File: src/rtl/lsu_pkg.sv
// Shared constants, state encoding and request legality check for the load/store unit.
package lsu_pkg;

  localparam logic [2:0] F3_B  = 3'b000;
  localparam logic [2:0] F3_H  = 3'b001;
  localparam logic [2:0] F3_W  = 3'b010;
  localparam logic [2:0] F3_BU = 3'b100;
  localparam logic [2:0] F3_HU = 3'b101;

  typedef enum logic [1:0] {
    ST_IDLE   = 2'b00,
    ST_LOAD   = 2'b01,
    ST_RMW_RD = 2'b10,
    ST_STORE  = 2'b11
  } lsu_state_e;

  // Illegal covers ambiguous op, unsupported funct3 and natural-alignment violations.
  function automatic logic req_illegal(input logic rd, input logic wr,
                                       input logic [2:0] f3, input logic [1:0] a);
    logic bad;
    bad = (rd == wr);
    if (rd && !wr) bad = !(f3 inside {F3_B, F3_H, F3_W, F3_BU, F3_HU});
    if (wr && !rd) bad = (f3 > F3_W);
    if (!bad) begin
      if (f3[1:0] == 2'b10 && a != 2'b00) bad = 1'b1;
      if (f3[1:0] == 2'b01 && a[0])       bad = 1'b1;
    end
    return bad;
  endfunction

endpackage

File: src/rtl/load_store_unit_if.sv
// Request/response handshake plus the Data_Mem word port of the load/store unit.
interface load_store_unit_if #(parameter int DM_ADDR_W = 6);
  logic                 req_valid;
  logic                 req_ready;
  logic                 req_read;
  logic                 req_write;
  logic [2:0]           req_funct3;
  logic [31:0]          req_addr;
  logic [31:0]          req_wdata;
  logic                 resp_valid;
  logic [31:0]          resp_rdata;
  logic                 resp_err;
  logic                 dm_read;
  logic                 dm_write;
  logic [DM_ADDR_W-1:0] dm_addr;
  logic [31:0]          dm_wdata;
  logic [31:0]          dm_rdata;

  modport slave (
    input  req_valid, req_read, req_write, req_funct3, req_addr, req_wdata, dm_rdata,
    output req_ready, resp_valid, resp_rdata, resp_err,
           dm_read, dm_write, dm_addr, dm_wdata
  );

  modport master (
    output req_valid, req_read, req_write, req_funct3, req_addr, req_wdata, dm_rdata,
    input  req_ready, resp_valid, resp_rdata, resp_err,
           dm_read, dm_write, dm_addr, dm_wdata
  );
endinterface

File: src/rtl/lsu_lane_align.sv
// Byte-lane steering: merges sub-word store data into a word and extends loaded lanes.
module lsu_lane_align
  import lsu_pkg::*;
(
  input  logic [1:0]  addr_lo,
  input  logic [2:0]  funct3,
  input  logic [31:0] store_data,
  input  logic [31:0] word_in,
  output logic [31:0] merged,
  output logic [31:0] extended
);

  genvar gi;
  generate
    for (gi = 0; gi < 4; gi++) begin : g_lane
      logic       hit;
      logic [7:0] src;
      // Word stores (and any other size) take every lane straight from store data.
      always_comb begin
        hit = 1'b1;
        src = store_data[8*gi +: 8];
        case (funct3[1:0])
          2'b00: begin
            hit = (addr_lo == 2'(gi));
            src = store_data[7:0];
          end
          2'b01: begin
            hit = (addr_lo[1] == 1'(gi / 2));
            src = store_data[8*(gi % 2) +: 8];
          end
          default: ;
        endcase
      end
      assign merged[8*gi +: 8] = hit ? src : word_in[8*gi +: 8];
    end
  endgenerate

  logic [7:0]  byte_sel;
  logic [15:0] half_sel;

  always_comb begin
    byte_sel = word_in[{addr_lo, 3'b000} +: 8];
    half_sel = addr_lo[1] ? word_in[31:16] : word_in[15:0];
    case (funct3)
      F3_B:    extended = {{24{byte_sel[7]}}, byte_sel};
      F3_BU:   extended = {24'h0, byte_sel};
      F3_H:    extended = {{16{half_sel[15]}}, half_sel};
      F3_HU:   extended = {16'h0, half_sel};
      default: extended = word_in;
    endcase
  end

endmodule

File: src/rtl/load_store_unit.sv
// Single-outstanding load/store sequencer in front of a word-wide Data_Mem.
module load_store_unit
  import lsu_pkg::*;
#(
  parameter int DM_ADDR_W = 6
) (
  input  logic               clk,
  input  logic               rst_n,
  load_store_unit_if.slave   bus
);

  lsu_state_e  state_reg, state_next;
  logic [31:0] addr_reg;
  logic [31:0] wdata_reg;
  logic [31:0] word_reg;
  logic [2:0]  funct3_reg;
  logic        resp_valid_reg;
  logic        resp_err_reg;
  logic [31:0] resp_rdata_reg;

  logic        accept;
  logic        illegal;
  logic [31:0] merged_word;
  logic [31:0] load_word;

  assign accept  = (state_reg == ST_IDLE) && bus.req_valid;
  assign illegal = req_illegal(bus.req_read, bus.req_write, bus.req_funct3, bus.req_addr[1:0]);

  // Loads extend the live memory word; stores merge into the word captured during RMW_RD.
  lsu_lane_align u_align (
    .addr_lo    (addr_reg[1:0]),
    .funct3     (funct3_reg),
    .store_data (wdata_reg),
    .word_in    ((state_reg == ST_LOAD) ? bus.dm_rdata : word_reg),
    .merged     (merged_word),
    .extended   (load_word)
  );

  always_ff @(posedge clk or negedge rst_n) begin
    if (!rst_n) state_reg <= ST_IDLE;
    else        state_reg <= state_next;
  end

  always_comb begin
    state_next = state_reg;
    case (state_reg)
      ST_IDLE: begin
        if (accept && !illegal) begin
          if (bus.req_read)              state_next = ST_LOAD;
          else if (bus.req_funct3 == F3_W) state_next = ST_STORE;
          else                           state_next = ST_RMW_RD;
        end
      end
      ST_LOAD:   state_next = ST_IDLE;
      ST_RMW_RD: state_next = ST_STORE;
      ST_STORE:  state_next = ST_IDLE;
      default:   state_next = ST_IDLE;
    endcase
  end

  always_comb begin
    bus.req_ready = (state_reg == ST_IDLE);
    bus.dm_read   = (state_reg == ST_LOAD) || (state_reg == ST_RMW_RD);
    bus.dm_write  = (state_reg == ST_STORE);
    bus.dm_addr   = (state_reg == ST_IDLE) ? '0 : addr_reg[DM_ADDR_W+1:2];
    bus.dm_wdata  = (state_reg == ST_STORE) ? merged_word : 32'h0;
  end

  always_ff @(posedge clk or negedge rst_n) begin
    if (!rst_n) begin
      addr_reg   <= 32'h0;
      wdata_reg  <= 32'h0;
      word_reg   <= 32'h0;
      funct3_reg <= 3'b000;
    end else begin
      if (accept) begin
        addr_reg   <= bus.req_addr;
        wdata_reg  <= bus.req_wdata;
        funct3_reg <= bus.req_funct3;
      end
      if (state_reg == ST_RMW_RD) word_reg <= bus.dm_rdata;
    end
  end

  // resp_rdata is only rewritten on a response, so load data stays visible until the next one.
  always_ff @(posedge clk or negedge rst_n) begin
    if (!rst_n) begin
      resp_valid_reg <= 1'b0;
      resp_err_reg   <= 1'b0;
      resp_rdata_reg <= 32'h0;
    end else begin
      resp_valid_reg <= 1'b0;
      resp_err_reg   <= 1'b0;
      if (accept && illegal) begin
        resp_valid_reg <= 1'b1;
        resp_err_reg   <= 1'b1;
        resp_rdata_reg <= 32'h0;
      end else if (state_reg == ST_LOAD) begin
        resp_valid_reg <= 1'b1;
        resp_rdata_reg <= load_word;
      end else if (state_reg == ST_STORE) begin
        resp_valid_reg <= 1'b1;
        resp_rdata_reg <= 32'h0;
      end
    end
  end

  assign bus.resp_valid = resp_valid_reg;
  assign bus.resp_err   = resp_err_reg;
  assign bus.resp_rdata = resp_rdata_reg;

endmodule
File: src/flat_wrapper.sv
// flat-port wrapper written by rule: the top's interface ports become plain ports
module load_store_unit_flat import lsu_pkg::*;
#(
  parameter int DM_ADDR_W = 6
)
  (clk, rst_n, bus_req_valid, bus_req_read, bus_req_write, bus_req_funct3, bus_req_addr, bus_req_wdata, bus_dm_rdata, bus_req_ready, bus_resp_valid, bus_resp_rdata, bus_resp_err, bus_dm_read, bus_dm_write, bus_dm_addr, bus_dm_wdata);
  load_store_unit_if #(.DM_ADDR_W(DM_ADDR_W)) bus_i ();
  input  logic clk;
  input  logic rst_n;
  input wire logic [$bits(bus_i.req_valid)-1:0] bus_req_valid;
  input wire logic [$bits(bus_i.req_read)-1:0] bus_req_read;
  input wire logic [$bits(bus_i.req_write)-1:0] bus_req_write;
  input wire logic [$bits(bus_i.req_funct3)-1:0] bus_req_funct3;
  input wire logic [$bits(bus_i.req_addr)-1:0] bus_req_addr;
  input wire logic [$bits(bus_i.req_wdata)-1:0] bus_req_wdata;
  input wire logic [$bits(bus_i.dm_rdata)-1:0] bus_dm_rdata;
  output wire logic [$bits(bus_i.req_ready)-1:0] bus_req_ready;
  output wire logic [$bits(bus_i.resp_valid)-1:0] bus_resp_valid;
  output wire logic [$bits(bus_i.resp_rdata)-1:0] bus_resp_rdata;
  output wire logic [$bits(bus_i.resp_err)-1:0] bus_resp_err;
  output wire logic [$bits(bus_i.dm_read)-1:0] bus_dm_read;
  output wire logic [$bits(bus_i.dm_write)-1:0] bus_dm_write;
  output wire logic [$bits(bus_i.dm_addr)-1:0] bus_dm_addr;
  output wire logic [$bits(bus_i.dm_wdata)-1:0] bus_dm_wdata;
  assign bus_i.req_valid = bus_req_valid;
  assign bus_i.req_read = bus_req_read;
  assign bus_i.req_write = bus_req_write;
  assign bus_i.req_funct3 = bus_req_funct3;
  assign bus_i.req_addr = bus_req_addr;
  assign bus_i.req_wdata = bus_req_wdata;
  assign bus_i.dm_rdata = bus_dm_rdata;
  assign bus_req_ready = bus_i.req_ready;
  assign bus_resp_valid = bus_i.resp_valid;
  assign bus_resp_rdata = bus_i.resp_rdata;
  assign bus_resp_err = bus_i.resp_err;
  assign bus_dm_read = bus_i.dm_read;
  assign bus_dm_write = bus_i.dm_write;
  assign bus_dm_addr = bus_i.dm_addr;
  assign bus_dm_wdata = bus_i.dm_wdata;
  load_store_unit #(.DM_ADDR_W(DM_ADDR_W)) u_core (.clk(clk), .rst_n(rst_n), .bus(bus_i));
endmodule
File: config.mk
export PLATFORM = sky130hd
export DESIGN_NAME = load_store_unit_flat
export DESIGN_NICKNAME = d
export VERILOG_FILES = /design/src/rtl/lsu_pkg.sv /design/src/rtl/load_store_unit_if.sv /design/src/rtl/lsu_lane_align.sv /design/src/rtl/load_store_unit.sv /design/src/flat_wrapper.sv
export SDC_FILE = /design/constraint.sdc
export NUM_CORES = 1
export LEC_CHECK = 0
export ABC_AREA = 1
export BUFFER_PORTS_ARGS = -buffer_cell sky130_fd_sc_hd__buf_2
export CAP_MARGIN = 20
export CELL_PAD_IN_SITES_DETAIL_PLACEMENT = 0
export CELL_PAD_IN_SITES_GLOBAL_PLACEMENT = 1
export CORE_ASPECT_RATIO = 1.5
export CORE_MARGIN = 3
export CORE_UTILIZATION = 40
export CTS_BUF_LIST = sky130_fd_sc_hd__clkbuf_4
export CTS_CLUSTER_DIAMETER = 150
export DETAILED_ROUTE_END_ITERATION = 16
export PLACE_DENSITY = 0.92
export SLEW_MARGIN = 5
export SYNTH_ARGS = -nofsm -noshare
export SYNTH_HDL_FRONTEND = slang
export SYNTH_SLANG_ARGS = --single-unit
File: constraint.sdc
create_clock -name clk -period 3.5 [get_ports clk]
set_input_delay 0.175 -clock clk [delete_from_list [all_inputs] [get_ports clk]]
set_output_delay 0.175 -clock clk [all_outputs]
set_load 0.02 [all_outputs]
## Word-level counts from Yosys, hierarchy flattened

Cells that the tools add are included.

| storage, ports and cells | value |
|---|---|
| memories | 0 |
| bits in read-only memories | 0 |
| memory bits (writable) | 0 |
| latch bits | 0 |
| bits in registers | 111 |
| output and inout port bits | 75 |

| cells by class | value |
|---|---|
| shift-type cells | 1 |
| order comparisons | 1 |
| muxes and demuxes | 32 |
| bitwise gates (word level) | 1 |
| add/subtract/negate cells | 0 |
| reductions and logical operators | 22 |
| divide/modulo/power cells | 0 |
| multipliers | 0 |
| equality and inequality tests | 18 |

Operators with widths:

| kind | number |
|---|---|
| $mux 32 | 5 |
| $pmux 32 s4 | 1 |
| $mux 8 | 6 |
| $shiftx 32x6->8 | 1 |
| $mux 16 | 1 |
| $pmux 8 s2 | 1 |
| $eq 3x3->1 const B | 4 |
| $eq 2x2->1 const B | 5 |
| $mux 1 | 10 |
| $eq 2x1->1 const B | 4 |
| $pmux 1 s2 | 4 |
| $logic_and 1x1->1 | 7 |
| $eq 3x1->1 const B | 2 |
| $logic_not 2->1 | 3 |
| $logic_not 3->1 | 2 |
| $mux 6 | 1 |
| $pmux 2 s3 | 1 |
| $reduce_bool 5->1 | 1 |
| $logic_not 1->1 | 4 |
| $mux 2 | 2 |
| $reduce_or 2->1 | 2 |
| $eq 3x2->1 const B | 1 |
| $gt 3x2->1 const B | 1 |
| $reduce_bool 3->1 | 1 |
| 5 further kinds | 5 |

## Depth between registers and ports, before layout

Gate-level depths: netlist of the first run.

| depth | value |
|---|---|
| depth after elaboration | 10 |
| depth in mapped cells | 14 |

## By module

A second synthesis of the first run with hierarchy kept.

| second synthesis, totals | value |
|---|---|
| cell total of the unflattened synthesis | 1,026 |
| area total of the unflattened synthesis | 6,861.6 um^2 |

Modules (own cells, without submodules):

| module | times used | cells each | sequential area each (um^2) | area an instance (um^2) |
|---|---|---|---|---|
| load_store_unit | 1 | 713 | 2,777.7 | 5,333.9 |
| lsu_lane_align | 1 | 313 | 0.0 | 1,527.7 |

## Worst setup path after synthesis of the first run

Ideal clock, no wire load.

| timing | value |
|---|---|
| path type | reg2out |
| from | register u_core.state_reg[1] |
| to | output port bus_dm_wdata[26] |
| stages on the path, launching flop included | 11 |
| data arrival time | 1.799 ns |
| slack | 1.526 ns |
| required time | 3.325 ns |
| cell sequence | dfrtp_1 inv_1 ha_1 buf_4 inv_2 buf_4 buf_4 nand2_1 nand2_1 nor2_1 a211oi_1 |

| between the ends | value |
|---|---|
| word-level cells in the longest chain between the ends | 4 |

RTL lines:

| what | RTL line | text |
|---|---|---|
| start, declared | load_store_unit.sv:12 | `lsu_state_e state_reg, state_next;` |
| start signal, assigned | load_store_unit.sv:41 | `else state_reg <= state_next;` |
| $eq 2x1->1 | load_store_unit.sv:34 | `.word_in ((state_reg == ST_LOAD) ? bus.dm_rdata : word_reg),` |
| $mux 32 | load_store_unit.sv:34 |  |
| $mux 8 | lsu_lane_align.sv:34 | `assign merged[8*gi +: 8] = hit ? src : word_in[8*gi +: 8];` |
| $mux 32 (*) | load_store_unit.sv:66 | `bus.dm_wdata = (state_reg == ST_STORE) ? merged_word : 32'h0;` |
| end, declared | flat_wrapper.sv:24 | `output wire logic [$bits(bus_i.dm_wdata)-1:0] bus_dm_wdata;` |

Mark *: on every way between the ends. The rest lies on a longest branch, timed or not.

## Final worst setup path of the first run

| timing | value |
|---|---|
| from | register u_core.addr_reg[1] |
| to | output port bus_dm_wdata[27] |

| between the ends | value |
|---|---|
| word-level cells in the longest chain between the ends | 4 |

RTL lines:

| what | RTL line | text |
|---|---|---|
| start, declared | load_store_unit.sv:13 | `logic [31:0] addr_reg;` |
| start signal, assigned | load_store_unit.sv:77 | `addr_reg <= bus.req_addr;` |
| $eq 2x2->1 | lsu_lane_align.sv:24 | `hit = (addr_lo == 2'(gi));` |
| $pmux 1 s2 (*) | lsu_lane_align.sv:22 | `case (funct3[1:0])` |
| $mux 8 (*) | lsu_lane_align.sv:34 |  |
| $mux 32 (*) | load_store_unit.sv:66 |  |

Marked as above.

==> results of run 1 <==
## cell usage after synthesis, drive strengths merged
cell type	instances	area (um^2)
or2	6	37.5
nand3	108	596
o21ai	100	500
inv	53	206
o22ai	1	6.26
o221ai	6	52.6
nand2	387	1490
a21oi	24	131
a31oi	8	50.1
clkbuf	27	101
ha	4	50.1
buf	24	155
dfrtp	111	2780
nor2	21	93.8
a211oi	1	7.51
## metrics by stage
stage                     cells  util (%)
after floorplan             881         -
after global placement     1193      46.7
after detailed placement   1193      46.7
after CTS                  1280      52.3
after global routing       1283      52.4
final                      1283      52.4
## worst max-delay path, cell delays in order (launching register included)
cell     delay (ns)
dfrtp_1        0.71
inv_2          0.24
nand2_1        0.17
inv_2          0.11
nor2_2         0.43
o21ai_0        0.18
a21oi_1        0.19
buf_2          0.19
## cells in the final DEF, fill, tap and decap left out, types with 6 or more instances in the layout
| cell | count |
|---|---|
| nand2_1 | 379 |
| buf_2 | 153 |
| dfrtp_1 | 111 |
| nand3_1 | 97 |
| o21ai_0 | 76 |
| dlygate4sd3_1 | 73 |
| inv_1 | 42 |
| o21ai_1 | 24 |
| a21oi_1 | 23 |
| nor2_1 | 17 |
| nand3_2 | 11 |
| clkbuf_4 | 11 |
| buf_4 | 11 |
| inv_2 | 9 |
| a31oi_1 | 8 |
| o221ai_1 | 6 |
| or2_2 | 6 |
## per-layer routing
layer | up-vias | GRT usage, %
li1 | 3232 | -
met5 | - | 0
met4 | 0 | 7.52
met2 | 193 | 40.8
met3 | 31 | 3.29
met1 | 2856 | 30.3
## how the worst max path moves through the flow
stage                                                      end  slack [ns]  depth (start not counted)
after floorplan                               bus_dm_wdata[26]        1.53                         10
after global placement    u_core.bus.resp_rdata[6]$_DFFE_PN0P_        1.03                          8
after detailed placement  u_core.bus.resp_rdata[3]$_DFFE_PN0P_        0.97                          8
after CTS                                     bus_dm_wdata[31]        0.67                          8
after global routing                          bus_dm_wdata[25]        0.40                          7
final                                         bus_dm_wdata[27]        0.64                          7
## cell type report
type | instances | area, um^2
fillers | 1557 | 7230
multi-input cells | 666 | 3020
flip-flops and latches | 111 | 2780
repair buffers | 237 | 1580
well taps | 199 | 249
inverters | 53 | 206
clock buffers | 11 | 82.6
clock inverters | 5 | 58.8
diodes | 1 | 2.50
## kinds of logic after synthesis
group                    Yosys count  share of synthesized area [%]
flip-flops                       111                           44.4
buffers and inverters            104                           7.40
AND/OR/NAND/NOR                  522                           35.5
AO/OA/AOI/OAI                    140                           12.0
adder cells (fa/ha/maj)            4                          0.800
## power groups by stage
stage,combinational [mW],clock (mW),sequential (mW)
floorplan,2.95,0,2.22
global placement,4.01,0,2.17
detailed placement,4.06,0,2.19
CTS,4.14,0.695,2.16
global route,4.65,0.742,2.22
finish,4.14,0.677,2.16
## what timing repair did
item,CTS,global route
hold buffers,71,2
buffers inserted,0,0
endpoints found under the hold margin,110,2
==> reports/results.ini, run 1 <==
[power_and_ir_drop]
p_seq_share_pct=31.0
pwr-share-comb_pct=59.3
p_sw_share_pct=52.8
max-vdd-ir-drop_uv=374
fin_total_pwr_mw=6.98
power_switching_mw=3.69
power.density_nw_per_um2=876
cell_internal_pwr_mw=3.30
p_leak_nw=4.34
clockPowerShare_pct=9.7

[placement]
postPlaceCellArea_um2=7100
dp_hpwl_um=14600
port_buffers=154
finalWeightedCongestion=0.851
pre_cts_ws_ns=0.969

[detailed_routing]
totalWireLength_um=20200
wl_met2_um=10300
vias=6312
drc=0
wl_per_cell_um=15.7
wl_met1_um=8400
route.top_layer_used=met4
drt_iter0_drc=308
wl_met3_um=948
ant_nets=0
viasPerCell=4.92
dr.pass1.iters=5

[critical_path]
required_ns=3.32
start_kind=register
cp-end-kind=output port
startpoint=u_core.addr_reg[1]$_DFFE_PN0P_
arrival_ns=2.69
worst-r2r-setup-slack_ns=0.95
worstPathMaxFanout=15
reg2reg_to=u_core.bus.resp_rdata[5]$_DFFE_PN0P_
timing.rr.start=u_core.state_reg[0]$_DFFE_PN0P_
crit_type=register to output port
r2r_cells=8

[hold_path]
min_to=u_core.state_reg[1]$_DFFE_PN0P_
min_from=bus_req_read
hold_class=input pin to register
hold_depth=4

[die]
die_w_um=108
ios=179
dieArea_um2=17200
fp.dieH_um=159
initial_core_util_pct=41.2
std_cell_rows=55
core_area_um2=15200

[timing]
skew_ns=0.0159
timing.final.hold_violations=0
finalCritPeriodShare_pct=81.8
timing.hold.ws_ns=0.0235
setup_viol_count_final=0
worst-slew-pin-transition_ns=0.820
setup_ws_ns=0.637
maxSlewViolCount=0
max_freq_ghz=0.349
max_slew_margin_pct=45.2
rsz0062_at_grt=no
fin_crit_ns=2.86
fin_tns_setup_ns=0

[grt]
grt_pass1_vias=6140
grt_overflow=0
grt_pass1_wl_um=32000
antenna_found_initial=1
grt_use_total_pct=23.6
grt_max_degree=54

[job]
drv_cap=0

[yosys]
ys_ff_latch=111
synth.avg_cell_area_um2=7.10
yosysWarnings=0
netlist_area_um2=6260
syn-num-nets=989
synthDistinctLibCells=29
synth_cells=881
ys_seq_area_share_pct=44.4

[status]
run_status=completed

[clock_tree]
clock_sinks=111
cts_max_level=3
clk_pin_slew_worst_paths_ns=0.18
clkLatencyLatePin_ns=0.48
clk_path_buf_depth=2
ctsResizeCount=0
cts-root-buf=clkbuf_4
cts_tree=built
cts_made_buffers=9

[cells_and_area]
nets=1186
drive_above_1_share_pct=20.4
area_growth_pct=27.4
final_area_um2=7970

No activity file was read; power rests on OpenSTA's default activity.
==> run 2, diff against run 1 <==
--- a/config.mk
+++ b/config.mk
@@ -12,11 +12,11 @@
 export CELL_PAD_IN_SITES_GLOBAL_PLACEMENT = 1
 export CORE_ASPECT_RATIO = 1.5
 export CORE_MARGIN = 3
-export CORE_UTILIZATION = 40
+export CORE_UTILIZATION = 34
 export CTS_BUF_LIST = sky130_fd_sc_hd__clkbuf_4
 export CTS_CLUSTER_DIAMETER = 150
 export DETAILED_ROUTE_END_ITERATION = 16
-export PLACE_DENSITY = 0.92
+export PLACE_DENSITY = 0.84
 export SLEW_MARGIN = 5
 export SYNTH_ARGS = -nofsm -noshare
 export SYNTH_HDL_FRONTEND = slang
==> constraint.sdc (replaced) <==
create_clock -name clk -period 2.62 [get_ports clk]
set_input_delay 0.131 -clock clk [delete_from_list [all_inputs] [get_ports clk]]
set_output_delay 0.131 -clock clk [all_outputs]
set_load 0.02 [all_outputs]
==> reports/results.ini, run 2 (synthesis gave the netlist of run 1 again) <==
[cells_and_area]
area_growth_pct=30.5  ; was 27.4%
nets=1200  ; was 1186
final_core_util_pct=45.3  ; was 52.4%
final_common_cell=nand2_1  ; unchanged
drive_above_1_share_pct=21.2  ; was 20.4%
layout_common_cells=nand2_1, buf_2, dfrtp_1  ; unchanged

[die]
ios=179  ; unchanged
dieArea_um2=20100  ; was 17200 um^2
core_area_um2=18000  ; was 15200 um^2
fp.dieH_um=172  ; was 159 um
std_cell_rows=60  ; was 55
initial_core_util_pct=34.7  ; was 41.2%
die_w_um=117  ; was 108 um

[job]
drv_cap=0  ; unchanged

[critical_path]
start_kind=register  ; unchanged
startpoint=u_core.funct3_reg[1]$_DFFE_PN0P_  ; was u_core.addr_reg[1]$_DFFE_PN0P_
crit_type=register to output port  ; unchanged
timing.rr.start=u_core.state_reg[1]$_DFFE_PN0P_  ; was u_core.state_reg[0]$_DFFE_PN0P_
required_ns=2.49  ; was 3.32 ns
worstPathMaxFanout=35  ; was 15
cp-end-kind=output port  ; unchanged
arrival_ns=2.39  ; was 2.69 ns

[detailed_routing]
wl_met2_um=11000  ; was 10300 um
drt_iter0_drc=337  ; was 308
wl_met1_um=8510  ; was 8400 um
wl_per_cell_um=16.0  ; was 15.7 um
route.top_layer_used=met4  ; unchanged
wl_met3_um=1040  ; was 948 um
dr.pass1.iters=6  ; was 5
viasPerCell=4.93  ; was 4.92
drc=0  ; unchanged
totalWireLength_um=21100  ; was 20200 um
vias=6483  ; was 6312
ant_nets=0  ; unchanged

[clock_tree]
cts_max_level=3  ; unchanged
clock_sinks=111  ; unchanged
clk_path_buf_depth=2  ; unchanged
clkLatencyLatePin_ns=0.49  ; was 0.48 ns
cts_tree=built  ; unchanged
cts_made_buffers=9  ; unchanged
cts_setup_buffers=0  ; unchanged
clk_pin_slew_worst_paths_ns=0.17  ; was 0.18 ns
cts-root-buf=clkbuf_4  ; unchanged

[grt]
grt_max_degree=51  ; was 54
antenna_found_initial=1  ; unchanged
grt_pass1_wl_um=32800  ; was 32000 um
grt_overflow=0  ; unchanged
grt_pass1_vias=6234  ; was 6140
grt_use_total_pct=20.9  ; was 23.6%

[timing]
fin_crit_ns=2.52
rsz0062_at_grt=no  ; unchanged
skew_ns=0.0218  ; was 0.0159 ns
setup_viol_count_final=0  ; unchanged
max_slew_margin_pct=45.0  ; was 45.2%
worst-slew-pin-transition_ns=0.825  ; was 0.820 ns
finalCritPeriodShare_pct=96.2
timing.final.hold_violations=0  ; unchanged
max_freq_ghz=0.397
maxSlewViolCount=0  ; unchanged
setup_ws_ns=0.0997  ; was 0.637 ns

[placement]
dp_hpwl_um=15500  ; was 14600 um
port_buffers=154  ; unchanged
pre_cts_ws_ns=0.418  ; was 0.969 ns
finalWeightedCongestion=0.887  ; was 0.851

[power_and_ir_drop]
fin_total_pwr_mw=9.62  ; was 6.98 mW
p_leak_nw=4.41  ; was 4.34 nW
max-vdd-ir-drop_uv=547  ; was 374 uV
power.density_nw_per_um2=1180  ; was 876 nW/um^2

[status]
run_status=completed  ; unchanged

[hold_path]
min_from=bus_req_valid  ; was bus_req_read
hold_class=input pin to register  ; unchanged

-- run 2: final cells by class --
class | count | area, um^2
Sequential cell | 111 | 2780
Tap cell | 217 | 272
Inverter | 53 | 221
Fill cell | 1892 | 9850
Clock inverter | 7 | 78.8
Multi-Input combinational cell | 666 | 3040
Antenna cell | 2 | 5.00
Timing Repair Buffer | 251 | 1700
Clock buffer | 9 | 67.6
-- run 2: worst paths after layout --
kind / endpoint / slack, ns / cells after the start
worst min register to register: u_core.word_reg[23]$_DFFE_PN0P_ / 0.49 / 2
worst max register to register: u_core.bus.resp_rdata[17]$_DFFE_PN0P_ / 0.49 / 11
worst max-delay path: bus_dm_wdata[21] / 0.1 / 9
max in group asynchronous: u_core.bus.resp_rdata[5]$_DFFE_PN0P_ / 1.58 / 3
worst min-delay path: u_core.state_reg[0]$_DFFE_PN0P_ / 0.02 / 4
min in group asynchronous: u_core.bus.resp_err$_DFF_PN0_ / 0.19 / 2
-- run 2: what timing repair did --
item | CTS | global route
endpoints found under the hold margin | 122 | 0
hold buffers | 76 | 0
setup endpoints to repair | 7 | 24
resized for setup | 2 | 18
-- run 2: stage by stage --
stage,hold WS (ns),TNS [ns],instances,instance area [um^2]
after floorplan,-0.165,0,881,6260
after global placement,0.194,0,1222,7200
after detailed placement,0.198,0,1222,7200
after CTS,0.000858,-0.00571,1314,8120
after global routing,0.0257,0,1315,8160
final,0.0161,0,1316,8170
-- run 2: metal layers --
metal	up-vias	global-route usage, %
li1	3264	-
met3	35	2.80
met4	0	6.64
met1	3003	25.8
met5	-	0
met2	181	37.2
-- run 2: where the power goes --
part           internal, mW  switching [mW]
registers              2.44           0.439
logic                  1.79            4.02
clock network         0.305           0.618
-- run 2: worst max-delay path, stage by stage (launching register included) --
cell,delay [ns]
dfrtp_2,0.48
clkinv_8,0.18
nand2_8,0.18
inv_6,0.08
nand2_4,0.14
nand2_2,0.12
inv_4,0.14
o21ai_1,0.08
a31oi_1,0.28
buf_2,0.22
==> run 3, diff against run 2 <==
--- a/config.mk
+++ b/config.mk
@@ -10,7 +10,7 @@
 export CAP_MARGIN = 20
 export CELL_PAD_IN_SITES_DETAIL_PLACEMENT = 0
 export CELL_PAD_IN_SITES_GLOBAL_PLACEMENT = 1
-export CORE_ASPECT_RATIO = 1.5
+export CORE_ASPECT_RATIO = 1.2
 export CORE_MARGIN = 3
 export CORE_UTILIZATION = 34
 export CTS_BUF_LIST = sky130_fd_sc_hd__clkbuf_4
==> reports/results.ini, run 3 (synthesis gave the netlist of run 1 again) <==
[critical_path]
cp_slowest_cell=dfrtp_1  ; was dfrtp_2
crit_chain=inv_1 > ha_2 > buf_4 > nand2_1 > o21ai_1 > o21ai_0 > a31oi_1 > buf_2  ; was clkinv_8 > nand2_8 > inv_6 > nand2_4 > nand2_2 > inv_4 > o21ai_1 > a31oi_1 > buf_2
worstPathMaxFanout=10  ; was 35
worst-r2r-setup-slack_ns=0.46  ; was 0.49 ns
timing.rr.start=u_core.state_reg[0]$_DFFE_PN0P_  ; was u_core.state_reg[1]$_DFFE_PN0P_
cp-end-kind=output port  ; unchanged
start_kind=register  ; unchanged
crit_type=register to output port  ; unchanged
critPathTopFamily=compound AO/OA/AOI/OAI gates  ; was buffers and inverters
arrival_ns=2.42  ; was 2.39 ns
r2r_cells=8  ; was 11
crit_buf_inv=3  ; was 4
required_ns=2.49  ; about the same
cpPeakStageDelay_ns=0.43  ; was 0.48 ns
reg2reg_to=u_core.state_reg[1]$_DFFE_PN0P_  ; was u_core.bus.resp_rdata[17]$_DFFE_PN0P_

[grt]
grt_pass1_vias=6061  ; was 6234
grt_use_total_pct=21.1  ; was 20.9%
grt_pass1_wl_um=33200  ; was 32800 um
grt_max_degree=112  ; was 51
grt_overflow=0  ; unchanged
antenna_found_initial=2  ; was 1

[clock_tree]
clk_path_buf_depth=2  ; unchanged
clkLatencyLatePin_ns=0.50  ; was 0.49 ns
cts_made_buffers=9  ; unchanged
cts_tree=built  ; unchanged
cts-root-buf=clkbuf_4  ; unchanged
cts_max_level=3  ; unchanged
cts_setup_buffers=0  ; unchanged
clk_pin_slew_worst_paths_ns=0.15  ; was 0.17 ns
clock_sinks=111  ; unchanged

[timing]
rsz0062_at_grt=yes  ; was no
max_freq_ghz=0.392  ; was 0.397 GHz
worst-slew-pin-transition_ns=0.726  ; was 0.825 ns
maxSlewViolCount=0  ; unchanged
setup_viol_count_final=0  ; unchanged
fin_crit_ns=2.55  ; was 2.52 ns
skew_ns=0.0122  ; was 0.0218 ns
timing.final.hold_violations=0  ; unchanged
finalCritPeriodShare_pct=97.4  ; was 96.2%
timing.hold.ws_ns=0.161  ; was 0.0161 ns
max_slew_margin_pct=51.6  ; was 45.0%
fin_tns_setup_ns=0  ; unchanged

[hold_path]
min_from=bus_req_write  ; was bus_req_valid
min_to=u_core.state_reg[0]$_DFFE_PN0P_  ; unchanged
hold_depth=6  ; was 4
hold_class=input pin to register  ; unchanged

[cells_and_area]
drive_above_1_share_pct=21.0  ; was 21.2%
area_growth_pct=31.1  ; was 30.5%
nets=1200  ; unchanged
layout_common_cells=nand2_1, buf_2, dfrtp_1  ; unchanged
register_area_um2=2780  ; unchanged
final_core_util_pct=46.2  ; was 45.3%
final_area_um2=8200  ; was 8170 um^2
fillers=1861  ; was 1892
multiInputGateArea_um2=3050  ; was 3040 um^2
final_common_cell=nand2_1  ; unchanged

[power_and_ir_drop]
power.density_nw_per_um2=1180  ; about the same
p_sw_share_pct=52.0  ; was 52.8%
pwr-share-comb_pct=60.5  ; about the same
power_switching_mw=5.02  ; was 5.08 mW
p_leak_nw=4.41  ; about the same
clockPowerShare_pct=9.7  ; was 9.6%
cell_internal_pwr_mw=4.63  ; was 4.54 mW
p_seq_share_pct=29.8  ; was 30.0%
max-vdd-ir-drop_uv=436  ; was 547 uV

[status]
run_status=completed  ; unchanged

[detailed_routing]
vias=6385  ; was 6483
totalWireLength_um=21000  ; was 21100 um
wl_per_cell_um=15.9  ; was 16.0 um
ant_nets=0  ; unchanged
drc=0  ; unchanged
dr.pass1.iters=5  ; was 6
drt_iter0_drc=456  ; was 337
viasPerCell=4.85  ; was 4.93

[die]
dieArea_um2=20100  ; about the same
die_w_um=130  ; was 117 um
std_cell_rows=53  ; was 60
ios=179  ; unchanged
initial_core_util_pct=35.2  ; was 34.7%
core_area_um2=17800  ; was 18000 um^2
fp.dieH_um=155  ; was 172 um

[placement]
dp_hpwl_um=15000  ; was 15500 um
port_buffers=154  ; unchanged
finalWeightedCongestion=0.871  ; was 0.887
postPlaceCellArea_um2=7210  ; was 7200 um^2

[job]
drv_cap=0  ; unchanged

-- run 3: changes by cell type in the layout (fill, tap and decap cells not counted), sizes merged --
cell	previous run	this run
buf	175	172
bufinv	1	2
inv	56	53
dlygate4sd3	76	79
-- run 3: power by group through the flow --
stage          clock network, mW  logic, mW  registers [mW]
2_1_floorplan                  0       3.94            2.97
3_3_place_gp                   0       5.57            2.89
3_5_place_dp                   0       5.62            2.90
4_1_cts                    0.979       5.78            2.86
5_1_grt                     1.04       6.55            2.95
6_report                   0.937       5.85            2.87
-- run 3: per-stage QoR --
stage | worst slack [ns] | total power, mW | instances
floorplan | 0.690 | 6.91 | 881
global placement | 0.488 | 8.46 | 1222
global route | -0.0197 | 10.5 | 1317
detailed placement | 0.431 | 8.52 | 1222
CTS | 0.0118 | 9.62 | 1315
finish | 0.0672 | 9.66 | 1317
-- run 3: repair_timing --
item,4_1_cts,5_1_grt
pin swaps,0,0
hold buffers,79,0
cloned,0,0
resized for setup,7,11
endpoints found under the hold margin,188,0
endpoints found under the setup margin,18,23
-- run 3: worst min-delay path, stage by stage --
cell and delay (ns):
buf_2 0.09, nand2_1 0.06, nand2_1 0.08, nand3_1 0.07, nand2_1 0.11, o21ai_0 0.08
-- run 3: how the worst max path moves through the flow --
stage	from	to	slack, ns	cells after the start
finish	u_core.state_reg[1]$_DFFE_PN0P_	bus_dm_wdata[18]	0.07	8
global route	u_core.state_reg[1]$_DFFE_PN0P_	bus_dm_wdata[19]	-0.02	8
detailed placement	u_core.state_reg[1]$_DFFE_PN0P_	u_core.bus.resp_rdata[20]$_DFFE_PN0P_	0.43	11
CTS	u_core.funct3_reg[1]$_DFFE_PN0P_	bus_dm_wdata[10]	0.01	8
floorplan	u_core.state_reg[1]$_DFFE_PN0P_	bus_dm_wdata[26]	0.69	10
global placement	u_core.state_reg[1]$_DFFE_PN0P_	u_core.bus.resp_rdata[19]$_DFFE_PN0P_	0.49	11
-- run 3: final cells by class --
cell class                 count  area share (%)
inverter                      53            2.64
sequential                   111            33.9
tap                          220            3.36
clock buffer                   9           0.824
multi-input combinational    666            37.2
clock inverter                 5           0.915
timing repair buffer         251            21.1
antenna                        2          0.0610
-- run 3: per-layer routing --
layer	wire, um	part of all wire, %	up-vias	GRT usage (%)
li1	-	-	3265	-
met2	10000	48	211	33.9
met5	0	0	-	0
met4	384	1.8	0	6.09
met1	9340	45	2881	29.7
met3	1200	5.7	28	3.07
